## src/rtl/sm_sat_accum.sv

```systemverilog
// Sign-magnitude saturating accumulator with a two-stage valid/ready pipeline (S1 command, S2 acc).
// Define SM_SAT_ACCUM_STICKY_SAT_EN to make sat sticky until sat_clr, CLEAR or rst.
module sm_sat_accum #(
   parameter int WIDTH = 24
) (
   input  logic             clk,
   input  logic             rst,
   input  logic             in_valid,
   output logic             in_ready,
   input  logic [1:0]       op,
   input  logic [WIDTH-1:0] operand,
   output logic             out_valid,
   input  logic             out_ready,
   output logic [WIDTH-1:0] acc,
   output logic             sat,
   input  logic             sat_clr
);

   localparam int MW = WIDTH - 1;
   localparam logic [MW-1:0] MAG_MAX = '1;

   typedef enum logic [1:0] {
      OP_ADD   = 2'b00,
      OP_SUB   = 2'b01,
      OP_LOAD  = 2'b10,
      OP_CLEAR = 2'b11
   } op_e;

   logic             s1_valid_q;
   op_e              s1_op_q;
   logic [WIDTH-1:0] s1_operand_q;
   logic             out_valid_q;
   logic [WIDTH-1:0] acc_q, acc_d;
   logic             sat_q, sat_d;

   logic             advance;
   logic             update;
   logic             sa, sb;
   logic [MW-1:0]    ma, mb;
   logic [WIDTH-1:0] sum_w;
   logic             res_sign;
   logic [MW-1:0]    res_mag;
   logic             res_sat;

   // Handshake: a transfer happens on any cycle where valid and ready are both 1; ready never
   // looks at valid. S2 moves when its result is absent or consumed, S1 refills whenever empty or moving.
   assign advance  = !out_valid_q || out_ready;
   assign in_ready = !s1_valid_q || advance;
   assign update   = advance && s1_valid_q;

   assign sa    = acc_q[WIDTH-1];
   assign ma    = acc_q[MW-1:0];
   assign mb    = s1_operand_q[MW-1:0];
   assign sb    = (mb == '0) ? 1'b0 : (s1_operand_q[WIDTH-1] ^ (s1_op_q == OP_SUB));
   assign sum_w = {1'b0, ma} + {1'b0, mb};

   always_comb begin
      res_sign = 1'b0;
      res_mag  = '0;
      res_sat  = 1'b0;
      case (s1_op_q)
         OP_ADD, OP_SUB: begin
            if (sa == sb) begin
               res_sign = sa;
               if (sum_w[MW]) begin
                  res_mag = MAG_MAX;
                  res_sat = 1'b1;
               end else begin
                  res_mag = sum_w[MW-1:0];
               end
            end else if (ma >= mb) begin
               res_sign = sa;
               res_mag  = ma - mb;
            end else begin
               res_sign = sb;
               res_mag  = mb - ma;
            end
         end
         OP_LOAD: begin
            res_sign = s1_operand_q[WIDTH-1];
            res_mag  = mb;
         end
         default: begin
            res_sign = 1'b0;
            res_mag  = '0;
         end
      endcase
      // Negative zero is folded to +0 for every operation.
      if (res_mag == '0) res_sign = 1'b0;
   end

   always_comb begin
      acc_d = acc_q;
      if (update) acc_d = {res_sign, res_mag};
   end

`ifdef SM_SAT_ACCUM_STICKY_SAT_EN
   always_comb begin
      sat_d = sat_q;
      if (sat_clr) sat_d = 1'b0;
      if (update) begin
         if (s1_op_q == OP_CLEAR) sat_d = 1'b0;
         else if (res_sat)        sat_d = 1'b1;
      end
   end
`else
   logic unused_sat_clr;
   assign unused_sat_clr = sat_clr;

   always_comb begin
      sat_d = sat_q;
      if (update) sat_d = res_sat;
   end
`endif

   always_ff @(posedge clk or posedge rst) begin
      if (rst) begin
         s1_valid_q   <= 1'b0;
         s1_op_q      <= OP_ADD;
         s1_operand_q <= '0;
         out_valid_q  <= 1'b0;
         acc_q        <= '0;
         sat_q        <= 1'b0;
      end else begin
         if (in_ready) begin
            s1_valid_q <= in_valid;
            if (in_valid) begin
               s1_op_q      <= op_e'(op);
               s1_operand_q <= operand;
            end
         end
         if (advance) out_valid_q <= s1_valid_q;
         acc_q <= acc_d;
         sat_q <= sat_d;
      end
   end

   assign out_valid = out_valid_q;
   assign acc       = acc_q;
   assign sat       = sat_q;

endmodule
```

## config.mk

```make
export PLATFORM = sky130hd
export DESIGN_NAME = sm_sat_accum
export DESIGN_NICKNAME = d
export VERILOG_FILES = /design/src/rtl/sm_sat_accum.sv
export SDC_FILE = /design/constraint.sdc
export NUM_CORES = 1
export LEC_CHECK = 0
export ABC_AREA = 1
export CORE_AREA = 8 8 141 143
export DETAILED_ROUTE_END_ITERATION = 16
export DIE_AREA = 0 0 149 151
export GPL_ROUTABILITY_DRIVEN = 0
export GPL_TIMING_DRIVEN = 0
export HOLD_SLACK_MARGIN = 0.08
export PLACE_DENSITY_LB_ADDON = 0.12
export SLEW_MARGIN = 25
export SYNTH_ARGS = -nofsm -noshare
export SYNTH_HDL_FRONTEND = slang
export SYNTH_SLANG_ARGS = --single-unit
```

## constraint.sdc

```tcl
create_clock -name clk -period 3.7 [get_ports clk]
set_input_delay 0.74 -clock clk [delete_from_list [all_inputs] [get_ports clk]]
set_output_delay 0.74 -clock clk [all_outputs]
set_load 0.01 [all_outputs]
```

==> results.md <==
- Layout Utilization: 0.491
- Post_cts resized: 0
- CTS Root Cell: clkbuf_16
- Ys Warns: 0
- Drt first pass iters: 5
- Post-route insts no fill: 1615
- Cells on worst reg2reg path: 20
- CTS H-tree depth: 2
- Sw frac: 0.598
- Fraction of layout cells with a size suffix above 1: 0.0671
- Overall routing resource usage: 0.254
- Syn-to-layout area delta: 13.6%
- Worst slew pin tran: 829 ps
- Top cell type's share of synthesized area: 0.215
- Syn_nets: 1424
- Count leader, synth: nand2_1
- Synthesized flop and latch total: 53
- Rows: 49
- Syn avg cell area: 5.77 um2
- CP Max Fanout: 10
- Max Slew Vio Count: 0
- Die extent in y: 151 um
- Post-synth top cells: nand2_1 (436), inv_1 (194), nor2_1 (152)
- CTS tree: done
- Critical path arrival: 3570 ps
- Asr flop ratio synth: 1.00
- Worst slew margin: 0.445
- NetSw: 4.82 mW
- Initial antenna violation count: 0
- MaxCap Viol Count: 0
- Worst EP required: 3920 ps
- WL/cell: 17.8 um
- Comb power frac: 0.810
- Largest stage delay, worst path: 670 ps
- # setup viols final: 0
- Outcome: finished, final reports clean
- Clock slew at reported path FFs: 70 ps
- Number of synthesized flops with an enable pin: 0
- Leak: 4.69 nW
- Global-route wire length before repair: 44.2 mm
- Post-synth cell types: 44
- Via-per-instance ratio: 5.35
- Antenna fix cells: 0
- Power Internal: 3.24 mW
- Worst setup EP type: flop
- CP endpoint: acc[23]$_DFFE_PP0P_
- Pre-CTS WS: 401 ps
- Hpwl dp: 23.9 mm
- Final Hold Viols: 0
- Cell taking the most area after synthesis: nand2_1
- FMAX: 299 MHz
- Placed Area: 0.00850 mm2
- Grt ovf: 0
- Clock sinks: 53
- Final worst slack: 358 ps
- Launch point of the worst reg-to-reg path: acc[17]$_DFFE_PP0P_
- Flop pwr share: 0.121
- Die area: 0.0225 mm2
- Hold_buf cts: 0
- Worst Setup SP: acc[17]$_DFFE_PP0P_
- Clock power frac: 0.069
- Detailed Route WL: 28.8 mm
- Crit-path slowest cell: nor2_1
- Final instance area: 0.00866 mm2
- Startpoint types: flop
- Post-CTS Setup Repair Bufs: 0
- Crit Path Class: flop to flop
- Fin crit period: 3340 ps
- Vias in the first global route: 8016
- CTS Buf Count: 5
- RSZ-0062 raised after global routing: no
- Initial DRC Count: 762
- Smallest hold slack: 510 ps
- Pwr per Cell Area: 930 mW/mm2
- Register area share after synthesis: 0.174
- Total power: 8.06 mW
- Fin crit share: 0.903
- Clk buf depth: 2
- Synth Instances: 1321
- Routed vias: 8635
- Largest net degree at the start of global routing: 43
- Crit-path cells: inv_1 > ha_1 > buf_4 > nand2_4 > inv_2 > nand2_1 > nand2_1 > nand2_1 > nand3_1 > nor2_1 > nand3_1 > nand3_1 > nand3_1 > nand2_1 > nor2_1 > nand2_1 > nor2_1 > nand3_1 > nor2_1 > nor2_1
- Area of the core: 0.0177 mm2
- Top_reg_cell synth: dfrtp_1
- Top cells by area, synth: nand2_1 (21%), dfrtp_1 (17%), ha_1 (11%), inv_1 (9.5%), nand3_1 (8.6%)
- Residual DRC count: 0
- Clk_skew: 7.07 ps
- Netlist Area Pre-Place: 0.00763 mm2
- Hold_sp: sat$_DFFE_PP0P_
- Top-Level Pins: 58
- Number of nets in the layout: 1488
- HP Class: flop to flop
- Reg-to-Reg End: acc[23]$_DFFE_PP0P_
- Setup TNS: 0 ps
- Chip width: 149 um
- Peak supply drop: 0.350 mV
- Post-placement cell count: 1607
- Worst R2R Setup Slack: 360 ps
- Clock latency on the worst-skew pair: 300 ps
- Input/output buffers: 56
- Initial Util: 0.432
- Post-DRT Antenna Nets: 0
## cells in the final DEF, fill, tap and decap left out, types with 6 or more instances in the layout
cell / instances
a21oi_2: 9
dfrtp_1: 53
buf_2: 6
inv_2: 15
xor2_1: 27
clkbuf_1: 10
nor2_1: 152
nand2_2: 11
o21bai_1: 8
inv_1: 193
nor2_2: 9
nand2_1: 436
nand3_1: 131
buf_4: 15
o21ai_0: 44
a21oi_1: 64
ha_1: 69
nor3_1: 7
clkdlybuf4s50_1: 56
nand4_1: 17
## kinds of logic after synthesis
kind of cell,Yosys count,synth area share
AO/OA/AOI/OAI,141,0.104
XOR/XNOR,27,0.0310
adder cells (fa/ha/maj),72,0.121
buffers and inverters,249,0.137
flip-flops,53,0.174
multiplexers,1,0.00148
AND/OR/NAND/NOR,778,0.431
## state kept, by name (all words and copies together) (netlist names)
name	flops
acc	24
s1_op_q	2
out_valid	1
s1_operand_q	24
sat	1
s1_valid_q	1
## final cells by class
cell class,instances,area (um2)
clock buffer,6,129
clock inverter,2,38.8
timing repair buffer,57,581
inverter,210,791
tap,229,287
multi-input combinational,1019,5250
sequential,53,1330
fill,1924,8990
buffer,39,259
## critical path, delay by kind of cell, from the launching register on
kind          cells  cell delay (ps)
simple gates     16             2160
flops             1              480
fa+ha+maj         1              310
buf+inv           3              310
## worst min-delay path by stage
| stage | cells past startpoint | endpoint | slack (ps) |
|---|---|---|---|
| floorplan | 1 | sat$_DFFE_PP0P_ | 490 |
| global placement | 2 | sat$_DFFE_PP0P_ | 480 |
| detailed placement | 2 | sat$_DFFE_PP0P_ | 500 |
| CTS | 2 | sat$_DFFE_PP0P_ | 520 |
| global route | 2 | sat$_DFFE_PP0P_ | 540 |
| finish | 2 | sat$_DFFE_PP0P_ | 510 |
## power by group through the flow
stage | Clock, mW | Combinational, mW | Sequential, mW
floorplan | 0 | 4.35 | 0.987
global placement | 0 | 6.30 | 0.979
detailed placement | 0 | 6.33 | 0.985
CTS | 0.565 | 6.35 | 0.975
global route | 0.583 | 7.14 | 1.01
finish | 0.554 | 6.53 | 0.977
## layer usage
layer / global-route usage / wire [um] / vias to the layer above / part of all wire
met5: 0 / 0 / - / 0
met1: 0.345 / 12900 / 3976 / 0.45
met2: 0.407 / 12700 / 372 / 0.44
met4: 0.0808 / 774 / 0 / 0.027
li1: - / - / 4241 / -
met3: 0.0376 / 2500 / 46 / 0.087
Note: power is estimated with default switching activity, not from simulation.
